==> config.mk <==
export PLATFORM = sky130hd
export DESIGN_NAME = stereo_axis_frame_gen
export DESIGN_NICKNAME = d
export VERILOG_FILES = /design/src/rtl/stereo_axis_frame_gen.sv
export SDC_FILE = /design/constraint.sdc
export NUM_CORES = 1
export LEC_CHECK = 0
export CORE_MARGIN = 3
export CORE_UTILIZATION = 58
export CTS_BUF_LIST = sky130_fd_sc_hd__clkbuf_8
export CTS_CLUSTER_DIAMETER = 120
export DETAILED_ROUTE_END_ITERATION = 8
export PLACE_DENSITY = 0.95
export SLEW_MARGIN = 25
export SYNTH_ARGS = -nofsm -noshare
export SYNTH_HDL_FRONTEND = slang
export SYNTH_SLANG_ARGS = --single-unit
==> constraint.sdc <==
create_clock -name aclk -period 7.4 [get_ports aclk]
set_clock_uncertainty 0.15 [all_clocks]
set_input_delay 1.85 -clock aclk [delete_from_list [all_inputs] [get_ports aclk]]
set_output_delay 1.85 -clock aclk [all_outputs]
set_load 0.1 [all_outputs]
==> src/rtl/stereo_axis_frame_gen.sv <==
// Synthetic stereo-pair AXI4-Stream frame source: left = x+y, right = x+y+shift,
// reserved lane zero; SOF on tuser, EOL on tlast, optional idle gap after each line.
module stereo_axis_frame_gen #(
  parameter int WIDTH             = 3840,
  parameter int HEIGHT            = 2160,
  parameter int SAMPLES_PER_CLOCK = 4,
  parameter int DATA_WIDTH        = 8,
  parameter int AXIS_TDATA_WIDTH  = 96,
  parameter int H_BLANK           = 0
) (
  input  logic                        aclk,
  input  logic                        aresetn,
  input  logic                        start,
  input  logic [7:0]                  disp_shift,
  output logic                        busy,
  output logic                        frame_done,
  output logic                        m_axis_tvalid,
  output logic [AXIS_TDATA_WIDTH-1:0] m_axis_tdata,
  output logic                        m_axis_tuser,
  output logic                        m_axis_tlast,
  input  logic                        m_axis_tready
);

  localparam int BEATS   = WIDTH / SAMPLES_PER_CLOCK;
  localparam int BEAT_W  = (BEATS > 1) ? $clog2(BEATS) : 1;
  localparam int Y_W     = (HEIGHT > 1) ? $clog2(HEIGHT) : 1;
  localparam int BLANK_W = (H_BLANK > 1) ? $clog2(H_BLANK) : 1;
  localparam int LANE_W  = SAMPLES_PER_CLOCK * DATA_WIDTH;

  localparam logic [BEAT_W-1:0]  LAST_BEAT  = BEAT_W'(BEATS - 1);
  localparam logic [Y_W-1:0]     LAST_Y     = Y_W'(HEIGHT - 1);
  localparam logic [BLANK_W-1:0] LAST_BLANK = BLANK_W'(H_BLANK - 1);

  typedef enum logic [1:0] {ST_IDLE, ST_ACTIVE, ST_HBLANK} state_e;

  state_e                      state_q, state_d;
  logic [BEAT_W-1:0]           beat_q, beat_d;
  logic [Y_W-1:0]              y_q, y_d;
  logic [7:0]                  shift_q, shift_d;
  logic [BLANK_W-1:0]          blank_q, blank_d;
  logic                        busy_q, busy_d;
  logic                        frame_done_q, frame_done_d;
  logic                        tvalid_q, tvalid_d;
  logic [AXIS_TDATA_WIDTH-1:0] tdata_q, tdata_d;
  logic                        tuser_q, tuser_d;
  logic                        tlast_q, tlast_d;

  always_comb begin
    // NOTE: every signal gets a default first so no path leaves it unassigned (no latch).
    state_d      = state_q;
    beat_d       = beat_q;
    y_d          = y_q;
    shift_d      = shift_q;
    blank_d      = blank_q;
    frame_done_d = 1'b0;

    case (state_q)
      ST_IDLE: begin
        if (start) begin
          state_d = ST_ACTIVE;
          shift_d = disp_shift;
          beat_d  = '0;
          y_d     = '0;
        end
      end
      ST_ACTIVE: begin
        if (tvalid_q && m_axis_tready) begin
          if (beat_q == LAST_BEAT) begin
            beat_d = '0;
            if (y_q == LAST_Y) begin
              frame_done_d = 1'b1;
              y_d          = '0;
              if (start) shift_d = disp_shift;
              else       state_d = ST_IDLE;
            end else begin
              y_d = y_q + 1'b1;
              if (H_BLANK > 0) begin
                state_d = ST_HBLANK;
                blank_d = '0;
              end
            end
          end else begin
            beat_d = beat_q + 1'b1;
          end
        end
      end
      ST_HBLANK: begin
        if (blank_q == LAST_BLANK) state_d = ST_ACTIVE;
        else                       blank_d = blank_q + 1'b1;
      end
      default: state_d = ST_IDLE;
    endcase

    // Outputs describe the beat the counters will point at next cycle, so they stay
    // frozen while the sink stalls and update in the same edge as the handshake.
    busy_d   = (state_d != ST_IDLE);
    tvalid_d = (state_d == ST_ACTIVE);
    tuser_d  = tvalid_d && (beat_d == '0) && (y_d == '0);
    tlast_d  = tvalid_d && (beat_d == LAST_BEAT);
    tdata_d  = '0;
    if (tvalid_d) begin
      for (int k = 0; k < SAMPLES_PER_CLOCK; k++) begin
        tdata_d[k*DATA_WIDTH +: DATA_WIDTH] =
          DATA_WIDTH'(32'(beat_d) * SAMPLES_PER_CLOCK + k + 32'(y_d));
        tdata_d[LANE_W + k*DATA_WIDTH +: DATA_WIDTH] =
          DATA_WIDTH'(32'(beat_d) * SAMPLES_PER_CLOCK + k + 32'(y_d) + 32'(shift_d));
      end
    end
  end

  // NOTE: sequential state uses non-blocking assignments so all flops update together.
  always_ff @(posedge aclk or negedge aresetn) begin
    if (!aresetn) begin
      state_q      <= ST_IDLE;
      beat_q       <= '0;
      y_q          <= '0;
      shift_q      <= '0;
      blank_q      <= '0;
      busy_q       <= 1'b0;
      frame_done_q <= 1'b0;
      tvalid_q     <= 1'b0;
      tdata_q      <= '0;
      tuser_q      <= 1'b0;
      tlast_q      <= 1'b0;
    end else begin
      state_q      <= state_d;
      beat_q       <= beat_d;
      y_q          <= y_d;
      shift_q      <= shift_d;
      blank_q      <= blank_d;
      busy_q       <= busy_d;
      frame_done_q <= frame_done_d;
      tvalid_q     <= tvalid_d;
      tdata_q      <= tdata_d;
      tuser_q      <= tuser_d;
      tlast_q      <= tlast_d;
    end
  end

  assign busy          = busy_q;
  assign frame_done    = frame_done_q;
  assign m_axis_tvalid = tvalid_q;
  assign m_axis_tdata  = tdata_q;
  assign m_axis_tuser  = tuser_q;
  assign m_axis_tlast  = tlast_q;

endmodule

After elaboration in Yosys (flattened, before gate mapping)

Index checks and enable logic that the tools add are counted.

Register bits after elaboration: 102
Input bits: 12
Word-level logic and storage cells: 66

Add/sub/neg operators: 14
Equal/unequal tests: 6
Multiplexer cells: 27
Reductions and logical operators: 8

Operators by type and width:

| operator                                                        | number |
|---|---|
| 8-bit adder                                                     | 8 |
| 64-bit 2-to-1 mux                                               | 1 |
| 12-bit 2-to-1 mux                                               | 4 |
| 8-bit 2-to-1 mux                                                | 4 |
| 10-bit 2-to-1 mux                                               | 3 |
| 12-bit one-hot mux with 2 select lines                          | 1 |
| 10-bit == test, second input constant                           | 2 |
| 10-bit one-hot mux with 2 select lines                          | 1 |
| 8-bit by 2-bit adder with 8-bit output, second input constant   | 2 |
| 8-bit one-hot mux with 2 select lines                           | 1 |
| 12-bit by 1-bit adder with 12-bit output, second input constant | 1 |
| 12-bit == test, second input constant                           | 1 |
| 12-bit zero test                                                | 1 |
| 2-bit 2-to-1 mux                                                | 6 |
| 10-bit by 1-bit adder with 10-bit output, second input constant | 1 |
| 10-bit zero test                                                | 1 |
| 8-bit by 1-bit adder with 8-bit output, second input constant   | 1 |
| 2-bit one-hot mux with 3 select lines                           | 1 |
| 1-bit 2-to-1 mux                                                | 5 |
| 2-bit by 1-bit == test with 1-bit output, second input constant | 2 |
| 1-bit logical AND                                               | 4 |
| 2-bit == test, second input constant                            | 1 |
| 2-bit zero test                                                 | 1 |
| 2-bit nonzero test                                              | 1 |
| 1-bit adder, second input constant                              | 1 |

Longest topological paths before layout

Gate-level depths: netlist of run 1.

Depth after elaboration: 8
Depth in mapped cells: 21

Worst setup path after synthesis of run 1

OpenSTA, ideal clock, no wires.

Kind: input port to flip-flop
Start: in m_axis_tready
End: reg tdata_q[47], in the netlist m_axis_tdata[47]
Library setup time: 0.079 ns
Data arrival time: 5.273 ns
Required time: 7.171 ns
Slack: 1.898 ns
Cell stages on the path: 18
Path buffers: 1
Path through: and4_1 -> buf_4 -> a31oi_4 -> nand2_1 -> o21ai_0 -> ha_1 -> inv_1 -> fa_1 -> inv_1 -> a21oi_1 -> o21bai_1 -> a41o_1 -> xor2_1 -> ha_1 -> o41ai_1 -> nor3_1 -> or3_1 -> mux2i_1

Longest elaborated chain between the ends: 7
Elaborated cells on any way between the ends: 14
Those cells by class: 3 x add/sub; 1 x eq/ne; 9 x mux; 1 x reduce/logical

RTL lines:

| item                                   | RTL line | RTL |
|---|---|---|
| start: declaration                     | 21       | `input logic m_axis_tready` |
| 1-bit logical AND                      | 67       | `if (tvalid_q && m_axis_tready) begin` |
| 10-bit 2-to-1 mux                      | 67       |  |
| 10-bit one-hot mux with 2 select lines | 57       | `case (state_q)` |
| net beat_d[0]                          | 37       | `logic [BEAT_W-1:0] beat_q, beat_d;` |
| 8-bit by 1-bit adder with 8-bit output | 106      | `DATA_WIDTH'(32'(beat_d) * SAMPLES_PER_CLOCK + k + 32'(y_d) + 32'(shift_d));` |
| 8-bit adder (2 in series)              | 106      |  |
| 64-bit 2-to-1 mux                      | 101      | `if (tvalid_d) begin` |
| net tdata_d[47]                        | 44       | `logic [AXIS_TDATA_WIDTH-1:0] tdata_q, tdata_d;` |
| end signal: assignment                 | 134      | `tdata_q <= tdata_d;` |
| end: declaration                       | 44       |  |

The timed path passes the listed nets, and every way through them passes these cells.
A chain may end at the register's enable or synchronous reset.

Worst setup path in the final report of run 1

Start: in m_axis_tready
End: reg tdata_q[63], in the netlist m_axis_tdata[63]

Elaborated cells on any way between the ends: 14
Those cells by class: 3 x add/sub; 1 x eq/ne; 9 x mux; 1 x reduce/logical

RTL lines:

| item                                   | RTL line | RTL |
|---|---|---|
| 1-bit logical AND                      | 67       |  |
| 12-bit 2-to-1 mux                      | 67       |  |
| 12-bit one-hot mux with 2 select lines | 57       |  |
| net y_d[0]                             | 38       | `logic [Y_W-1:0] y_q, y_d;` |
| 8-bit adder (2 in series)              | 106      |  |
| 64-bit 2-to-1 mux                      | 101      |  |
| net tdata_d[63]                        | 44       |  |

The timed path passes the listed nets, and every way through them passes these cells.

==> results of run 1 <==
==> power by group through the flow <==
stage	clock network [W]	registers, W	logic (W)
global route	0.000430	0.000748	0.00199
finish	0.000404	0.000735	0.00190
floorplan	0	0.00161	0.000602
detailed placement	0	0.000742	0.00187
global placement	0	0.000739	0.00185
CTS	0.000411	0.000735	0.00190
==> synth_stat cells (2+ instances only) <==
master and n:
a21oi_1 25, ha_1 38, or4_1 6, nand2_1 41, and4b_1 2, nand3_1 17
a21boi_0 4, dfrtp_1 98, buf_1 3, a21o_1 11, nand4_1 6, o21ai_1 2
buf_2 2, mux2_2 7, clkbuf_1 6, xor2_1 21, mux2i_1 4, buf_4 37
nand3_2 2, and3_1 10, and4_1 2, fa_1 6, o41ai_1 4, nor3_1 14
nor2_1 53, o21a_1 3, nor3b_1 2, nor4_1 2, inv_1 20, nand2b_1 4
and2_1 28, or3_1 4, o21ai_0 31, o31ai_1 4, xnor2_1 17, o21bai_1 2
nand4b_1 2, or4b_1 3, nor2b_1 9, a31oi_1 6, xor3_1 3
==> cell type report <==
class,count,area [sq um]
inverter,21,78.8
fill,687,2650
tap,129,161
multi-input combinational,445,3070
clock buffer,9,124
sequential,98,2450
timing repair buffer,82,817
clock inverter,5,104
==> layout by cell type (no fill, tap or decap), types with 3 or more instances in the layout <==
cell type	synthesis	final
dfrtp_1	98	98
clkdlybuf4s50_1	0	79
nor2_1	53	53
nand2_1	41	41
ha_1	38	38
conb_1	1	32
o21ai_0	31	31
and2_1	28	28
a21oi_1	25	25
xor2_1	21	21
inv_1	20	20
nand3_1	17	17
xnor2_1	17	17
nor3_1	14	14
a21o_1	11	11
and3_1	10	10
nor2b_1	9	9
clkbuf_8	0	9
mux2_2	7	7
nand4_1	6	6
or4_1	6	6
a31oi_1	6	6
fa_1	6	6
o41ai_1	4	4
nand2b_1	4	4
a21boi_0	4	4
or3_1	4	4
mux2i_1	4	4
o21a_1	3	3
or4b_1	3	3
o31ai_1	4	3
xor3_1	3	3
bufinv_16	0	3
==> metrics by stage <==
stage                     total power [W]  cell area (sq um)  std cells  utilization (%)  setup slack, ns
after floorplan                   0.00221               5920        613                -             1.90
after global placement            0.00259               6580        775             69.5            0.891
after detailed placement          0.00262               6580        775             69.5            0.773
after CTS                         0.00304               6800        789             71.9             1.04
after global routing              0.00316               6810        789             72.0            0.575
final                             0.00304               6810        789             72.0            0.883
==> sequential cells by signal (all words and copies together), names as in the netlist <==
signal	cells
m_axis_tdata	60
y_q	12
shift_q	8
m_axis_tvalid	1
beat_q	10
blank_q	1
m_axis_tlast	1
state_q	2
frame_done	1
m_axis_tuser	1
busy	1
==> logic make-up after synthesis <==
kind of cell             synth area share [%]
flip-flops                               42.3
adder cells (fa/ha/maj)                  10.3
AND/OR/NAND/NOR                          19.8
buffers and inverters                    7.09
XOR/XNOR                                 7.35
multiplexers                             2.05
other                                  0.0646
AO/OA/AOI/OAI                            11.1
==> worst register-to-register path: cells and delay by family (launching register included) <==
family	cells	cell delay [ns]
flops	1	0.45
mux	1	0.13
fa+ha+maj	3	0.98
compound gates	4	1.10
simple gates	6	2.10
buf+inv	2	0.29
==> layer usage <==
metal  global-route usage [%]  up-vias
met5                        0        -
met2                     48.0      240
met3                     4.61       54
li1                         -     2094
met1                     35.0     2265
met4                     11.7        0
==> how the worst max path moves through the flow <==
| stage | start | endpoint | cells past startpoint |
|---|---|---|---|
| 3_5_place_dp | start | m_axis_tdata[47]$_DFF_PN0_ | 17 |
| 5_1_grt | m_axis_tready | m_axis_tdata[47]$_DFF_PN0_ | 18 |
| 2_1_floorplan | m_axis_tready | m_axis_tdata[47]$_DFF_PN0_ | 18 |
| 6_report | m_axis_tready | m_axis_tdata[63]$_DFF_PN0_ | 16 |
| 3_3_place_gp | start | m_axis_tdata[47]$_DFF_PN0_ | 17 |
| 4_1_cts | m_axis_tready | m_axis_tdata[63]$_DFF_PN0_ | 16 |
==> results_dict.tcl, run 1 <==
set metrics [dict create \
    drt-initial-drc-count 428 \
    vias_per_cell 5.90 \
    drt_wl_total_microns 15000 \
    boundaryPins 113 \
    drv_cap 0 \
    path_max_fanout 7 \
    cp_top_family "simple AND/OR/NAND/NOR gates" \
    root_buffer "clkbuf_8" \
    initial_core_util_pct 61.4 \
    drive_gt1_share_pct 5.76 \
    r2r_start "beat_q[0]$_DFF_PN0_" \
    reg2reg_slack_ns 2.12 \
    cts_buffers 9 \
    syn-cell-area_sq_um 5800 \
    tns_ns 0 \
    crit_required_ns 7.54 \
    hold_viol 0 \
    cp_data_arrival_time_ns 6.65 \
    antenna_found_initial 0 \
    yosysWarnings 0 \
    cts_max_path_buffers 2 \
    seqPwrFrac_pct 24.2 \
    place_congestion 0.925 \
    period_needed_ns 6.52 \
    die_x_microns 106 \
    first_pass_iters 5 \
    wl_per_cell_microns 19.0 \
    r2r_cells 16 \
    min_path_cells 1 \
    holdWs_ns 0.302 \
    critPathCaptureType "flip-flop" \
    synth_cell_types 62 \
    slowest_delay_ns 0.62 \
    synth_area_leader_cell "dfrtp_1" \
    p_int_w 0.00138 \
    powerDensity_nw_per_um2 447 \
    ys_seq_elements 98 \
    clk_latency_ns 0.37 \
    slowest_stage "or4_1" \
    r2r_end "m_axis_tdata[63]$_DFF_PN0_" \
    synth_top_flop_cell "dfrtp_1" \
    relSlewSlack_pct 31.5 \
    grt_pass1_vias 4685 \
    seq_area_frac_synth_pct 42.3 \
    vias 4653 \
    grt_max_degree 87 \
    grt_pass1_wl_microns 24600 \
    wl_met1_microns 5870 \
    h-tree-depth 3 \
    cts_resized 0 \
    synthCells 582 \
    die_h_microns 106 \
    status "finished clean" \
    coreArea_sq_um 9460 \
    grt_usage_pct 27.9 \
    grt_overflow 0 \
    crit_chain "clkdlybuf4s50_1 > and4_1 > nand3_1 > or4_1 > nand2_1 > inv_1 > ha_1 > inv_1 > ha_1 > a21o_1 > a21oi_1 > o21ai_0 > o41ai_1 > nor3_1 > or3_1 > mux2i_1" \
    synth_top_area_share_pct 42.3 \
    hold_path_class "reg2reg" \
    clkPwrFrac_pct 13.3 \
    switchingPower_w 0.00166 \
    diodes 0 \
    post-cts-setup-buffer-count 0 \
    p_sw_share_pct 54.7 \
    cts_tree "built" \
    final_nets 713 \
    setup_viol 0 \
    hpwlAfterDp_microns 11000 \
    finalCritPeriodShare_pct 88.1 \
    yosys-top-cells-area "dfrtp_1 42%, ha_1 8.2%, buf_4 4.8%" \
    fmax_mhz 153 \
    synth_edf_count 0 \
    dr_wl_met3_microns 940 \
    die_area_sq_um 11200 \
    synthArstFlopShare_pct 100 \
    power.share.combinational_pct 62.6 \
    ir_worst_vdd_v 0.000440 \
    syn_to_final_growth_pct 17.3 \
    top_layer_used "met4" \
    holdPathEnd "state_q[1]$_DFF_PN0_" \
    crit_type "in2reg" \
    drcViolationCount 0 \
    synth.avg_cell_area_sq_um 9.97 \
    rows 35 \
    wl_met2_microns 7690 \
    startpoint_type "input pin" \
    hp-start "blank_q$_DFFE_PN0N_" \
    path_buf_inv 3 \
    cts_hold_buf 0 \
    drtAntennaViolNets 0 \
    slew_violations 0 \
    clock-sinks 98 \
    rsz0062_at_grt "no" \
    cts.clk_slew.worst_paths_ns 0.09 \
    p_leak_nw 3.20 \
    worst_slew_pin_slew_ns 1.02 \
    numPortBuffers 80 \
]
No activity file was read; power rests on OpenSTA's default activity.
==> inputs of run 2 (changes only) <==
Settings changed: CELL_PAD_IN_SITES_DETAIL_PLACEMENT set to 0, CELL_PAD_IN_SITES_GLOBAL_PLACEMENT set to 1, CORE_UTILIZATION 58 to 45.
==> run 2 against run 1 <==
Compared with the run above: worst hold slack improved by 0.0028 ns; critical path depth rose by 2; register-to-register slack improved by 0.08 ns; critical path type unchanged.
==> results_dict.tcl, run 2 (synthesized netlist as in run 1, its figures left out) <==
set metrics [dict create \
    wl_per_cell_microns 18.0 \
    final_cell_mix "98 x dfrtp_1, 79 x clkdlybuf4s50_1, 53 x nor2_1, 41 x nand2_1, 38 x ha_1" \
    grt_usage_pct 21.2 \
    fmax_mhz 157 \
    cts_max_path_buffers 2 \
    drv_cap 0 \
    ir_worst_vdd_v 0.000413 \
    diodes 0 \
    grt_max_degree 55 \
    r2r_cells 16 \
    first_pass_iters 4 \
    die_area_sq_um 14300 \
    finalCritPeriodShare_pct 85.9 \
    crit_required_ns 7.56 \
    rows 40 \
    cts_tree "built" \
    final_core_util_pct 55.5 \
    tns_ns 0 \
    r2r_end "m_axis_tdata[47]$_DFF_PN0_" \
    critPathCaptureType "flip-flop" \
    post-cts-setup-buffer-count 0 \
    clk_latency_ns 0.38 \
    crit_chain "clkdlybuf4s50_1 > nand4_1 > nor4_1 > nand2_1 > mux2i_1 > ha_1 > inv_1 > fa_1 > inv_1 > a21oi_1 > o21bai_1 > a41o_1 > xor2_1 > ha_1 > o41ai_1 > nor3_1 > or3_1 > mux2i_1" \
    drcViolationCount 0 \
    rsz0062_at_grt "no" \
    reg2reg_slack_ns 2.20 \
    hold_viol 0 \
    cts.clk_slew.worst_paths_ns 0.09 \
    startpoint_type "input pin" \
    hpwlAfterDp_microns 11100 \
    setup_viol 0 \
    slew_violations 0 \
    power.total_w 0.00299 \
    cts_hold_buf 0 \
    vias 4469 \
    cp_data_arrival_time_ns 6.52 \
    critical_path.startpoint "m_axis_tready" \
    h-tree-depth 3 \
    fill_cells 1106 \
    worst_slew_pin_slew_ns 1.01 \
    final_common_cell "dfrtp_1" \
    path_buf_inv 3 \
    root_buffer "clkbuf_8" \
    grt_pass1_vias 4416 \
    r2r_start "state_q[0]$_DFF_PN0_" \
    relSlewSlack_pct 32.6 \
    path_max_fanout 5 \
    syn_to_final_growth_pct 17.8 \
    holdPathEnd "state_q[1]$_DFF_PN0_" \
    die_h_microns 120 \
    clock-sinks 98 \
    drtAntennaViolNets 0 \
    drt_wl_total_microns 14900 \
    cts_resized 0 \
    coreArea_sq_um 12300 \
    final_nets 713 \
    cp_top_family "simple AND/OR/NAND/NOR gates" \
    largest_reg_flops 60 \
    boundaryPins 113 \
    period_needed_ns 6.36 \
    drive_gt1_share_pct 5.74 \
    drt-initial-drc-count 233 \
    status "finished clean" \
    grt_overflow 0 \
    hp-start "blank_q$_DFFE_PN0N_" \
    antenna_found_initial 0 \
    grt_pass1_wl_microns 23700 \
    powerDensity_nw_per_um2 437 \
    p_leak_nw 3.20 \
    die_x_microns 120 \
    holdWs_ns 0.305 \
    initial_core_util_pct 47.1 \
    cts_buffers 9 \
    vias_per_cell 5.38 \
    slowest_delay_ns 0.52 \
    numPortBuffers 80 \
    slowest_stage "clkdlybuf4s50_1" \
    hold_path_class "reg2reg" \
    min_path_cells 1 \
    place_congestion 0.883 \
    crit_type "in2reg" \
]
==> run 2: cell type report <==
| class | instances | area, sq um | area share [%] |
|---|---|---|---|
| multi-input combinational | 445 | 3070 | 44.9 |
| sequential | 98 | 2450 | 35.9 |
| timing repair buffer | 82 | 813 | 11.9 |
| tap | 168 | 210 | 3.08 |
| clock buffer | 9 | 124 | 1.81 |
| clock inverter | 7 | 86.3 | 1.26 |
| inverter | 21 | 78.8 | 1.15 |
==> run 2: worst max path at each step <==
stage	slack, ns	cells past startpoint	end
4_1_cts	1.10	17	m_axis_tdata[47]$_DFF_PN0_
2_1_floorplan	1.90	18	m_axis_tdata[47]$_DFF_PN0_
3_5_place_dp	0.78	17	m_axis_tdata[47]$_DFF_PN0_
3_3_place_gp	0.88	17	m_axis_tdata[47]$_DFF_PN0_
6_report	1.04	18	m_axis_tdata[47]$_DFF_PN0_
5_1_grt	0.72	18	m_axis_tdata[47]$_DFF_PN0_
==> run 2: metal layers <==
layer	up-vias	track usage, %	wire [microns]
li1	2104	-	-
met1	2189	27.9	6460
met2	150	35.3	7420
met3	26	4.95	769
met4	0	6.01	280
met5	-	0	0
==> run 2: per-stage QoR <==
stage | instance area [sq um] | std cells | worst slack (ns)
detailed placement | 6630 | 814 | 0.780
CTS | 6840 | 830 | 1.10
global placement | 6630 | 814 | 0.880
global route | 6840 | 830 | 0.725
finish | 6840 | 830 | 1.04
floorplan | 5920 | 613 | 1.90
==> run 2: where the power goes <==
group          switching [W]  internal (W)  leakage, nW  total (W)
registers          0.0000598      0.000675         1.22   0.000735
clock network       0.000185      0.000187        0.116   0.000372
logic                0.00140      0.000481         1.87    0.00188
total                0.00164       0.00134         3.20    0.00299
==> inputs of run 3 (changes only) <==
--- a/config.mk
+++ b/config.mk
@@ -8,10 +8,10 @@
 export CELL_PAD_IN_SITES_DETAIL_PLACEMENT = 0
 export CELL_PAD_IN_SITES_GLOBAL_PLACEMENT = 1
+export CORE_ASPECT_RATIO = 0.75
 export CORE_MARGIN = 3
-export CORE_UTILIZATION = 45
-export CTS_BUF_LIST = sky130_fd_sc_hd__clkbuf_8
+export CORE_UTILIZATION = 44
 export CTS_CLUSTER_DIAMETER = 120
 export DETAILED_ROUTE_END_ITERATION = 8
-export PLACE_DENSITY = 0.95
+export PLACE_DENSITY = 0.94
 export SLEW_MARGIN = 25
 export SYNTH_ARGS = -nofsm -noshare
--- a/constraint.sdc
+++ b/constraint.sdc
@@ -3,3 +3,3 @@
 set_input_delay 1.85 -clock aclk [delete_from_list [all_inputs] [get_ports aclk]]
 set_output_delay 1.85 -clock aclk [all_outputs]
-set_load 0.1 [all_outputs]
+set_load 0.01 [all_outputs]
==> run 3 against run 2 <==
Compared with the run above: via count grew 0.94%; cell count shrank 0.12%; die area grew 2.3%; critical endpoint unchanged; largest power group unchanged; highest routed layer unchanged.
==> results_dict.tcl, run 3 (synthesized netlist as in run 1, its figures left out) <==
set metrics [dict create \
    status "finished clean" \
    grt_usage_pct 21.3 \
    critPathCaptureType "flip-flop" \
    drcViolationCount 0 \
    wl_met2_microns 6580 \
    drive_gt1_share_pct 6.18 \
    cts_resized 0 \
    die_area_sq_um 14600 \
    crit_chain "clkdlybuf4s50_1 > nand4_1 > nor4_1 > nand2_1 > mux2i_1 > ha_1 > inv_1 > fa_1 > inv_1 > a21oi_1 > o21bai_1 > a41o_1 > xor2_1 > ha_1 > o41ai_1 > nor3_1 > or3_1 > mux2i_1" \
    final_common_cell "dfrtp_1" \
    tns_ns 0 \
    final_nets 714 \
    crit_type "in2reg" \
    first_pass_iters 5 \
    grt_pass1_wl_microns 24800 \
    hpwlAfterDp_microns 11200 \
    startpoint_type "input pin" \
    drt-initial-drc-count 266 \
    slowest_delay_ns 0.57 \
    fill_cells 1096 \
    crit_required_ns 7.51 \
    vias 4511 \
    antenna_found_initial 0 \
    post-cts-setup-buffer-count 0 \
    cts_tree "built" \
    path_buf_inv 3 \
    drtAntennaViolNets 0 \
    clk_latency_ns 0.35 \
    wl_met1_microns 7130 \
    clock-sinks 98 \
    top_layer_used "met4" \
    hold_path_class "reg2reg" \
    fin_cells 829 \
    cts.clk_slew.worst_paths_ns 0.07 \
    cp_data_arrival_time_ns 6.61 \
    wl_per_cell_microns 18.2 \
    diodes 0 \
    relSlewSlack_pct 45.1 \
    finalCritPeriodShare_pct 87.8 \
    grt_overflow 0 \
    dp_cells 813 \
    path_max_fanout 5 \
    rows 35 \
    fmax_mhz 154 \
    die_x_microns 139 \
    die_h_microns 105 \
    cts_buffers 9 \
    slew_violations 0 \
    drt_wl_total_microns 15100 \
    h-tree-depth 3 \
    boundaryPins 113 \
    slowest_stage "o41ai_1" \
    cts_max_path_buffers 2 \
    powerDensity_nw_per_um2 321 \
    coreArea_sq_um 12600 \
    cts_hold_buf 0 \
    root_buffer "clkbuf_16" \
    setup_viol 0 \
    place_congestion 0.889 \
    p_leak_nw 3.23 \
    initial_core_util_pct 46.2 \
    hold_viol 0 \
    grt_pass1_vias 4565 \
    cp_top_family "simple AND/OR/NAND/NOR gates" \
    numPortBuffers 80 \
    final_cell_mix "98 x dfrtp_1, 79 x clkdlybuf4s50_1, 53 x nor2_1, 41 x nand2_1, 38 x ha_1" \
    dr_wl_met3_microns 1240 \
    grt_max_degree 53 \
    drv_cap 0 \
    syn_to_final_growth_pct 19.7 \
    rsz0062_at_grt "no" \
    largest_reg_flops 60 \
    period_needed_ns 6.50 \
    vias_per_cell 5.44 \
    ir_worst_vdd_v 0.000228 \
    worst_slew_pin_slew_ns 0.822 \
]
==> run 3: cell types whose count changed in the layout (fill, tap and decap cells not counted), sizes merged <==
cell      delta
buf          +1
inv          -2
bufinv       -1
clkinvlp     +2
clkinv       -1
clkbuf       +2
==> run 3: cell type report <==
class	count	area (sq um)	area share, %
tap	166	208	2.99
clock inverter	5	62.6	0.901
timing repair buffer	83	821	11.8
sequential	98	2450	35.3
inverter	21	78.8	1.13
clock buffer	11	253	3.64
multi-input combinational	445	3070	44.2
==> run 3: where the power goes <==
group / internal [W] / switching [W] / leakage (nW)
clock network: 0.000282 / 0.000207 / 0.148
logic: 0.000484 / 0.000518 / 1.87
registers: 0.000676 / 0.0000604 / 1.22
==> run 3: metal layers <==
metal	vias up	GRT usage, %
li1	2107	-
met1	2208	31.8
met2	185	31.0
met3	11	5.76
met4	0	4.54
met5	-	0
==> run 3: worst paths after layout <==
check                                      from                         end  slack [ns]  cells past startpoint
setup / recovery                  m_axis_tready  m_axis_tdata[47]$_DFF_PN0_        0.90                     18
hold / removal              blank_q$_DFFE_PN0N_        state_q[1]$_DFF_PN0_        0.31                      1
setup reg to reg           state_q[0]$_DFF_PN0_  m_axis_tdata[47]$_DFF_PN0_        2.06                     16
hold reg to reg             blank_q$_DFFE_PN0N_        state_q[1]$_DFF_PN0_        0.31                      1
max in group asynchronous               aresetn  m_axis_tdata[50]$_DFF_PN0_        4.66                      2
min in group asynchronous               aresetn         beat_q[6]$_DFF_PN0_        1.35                      1
==> run 3: stage by stage <==
stage	area [sq um]	power, W	hold WS [ns]	setup WS, ns	util [%]
floorplan	5920	0.00132	0.270	1.90	-
detailed placement	6630	0.00173	0.296	0.634	52.8
global placement	6630	0.00171	0.278	0.689	52.8
CTS	6950	0.00224	0.305	0.944	55.3
finish	6950	0.00223	0.307	0.902	55.3
global route	6950	0.00237	0.337	0.426	55.3
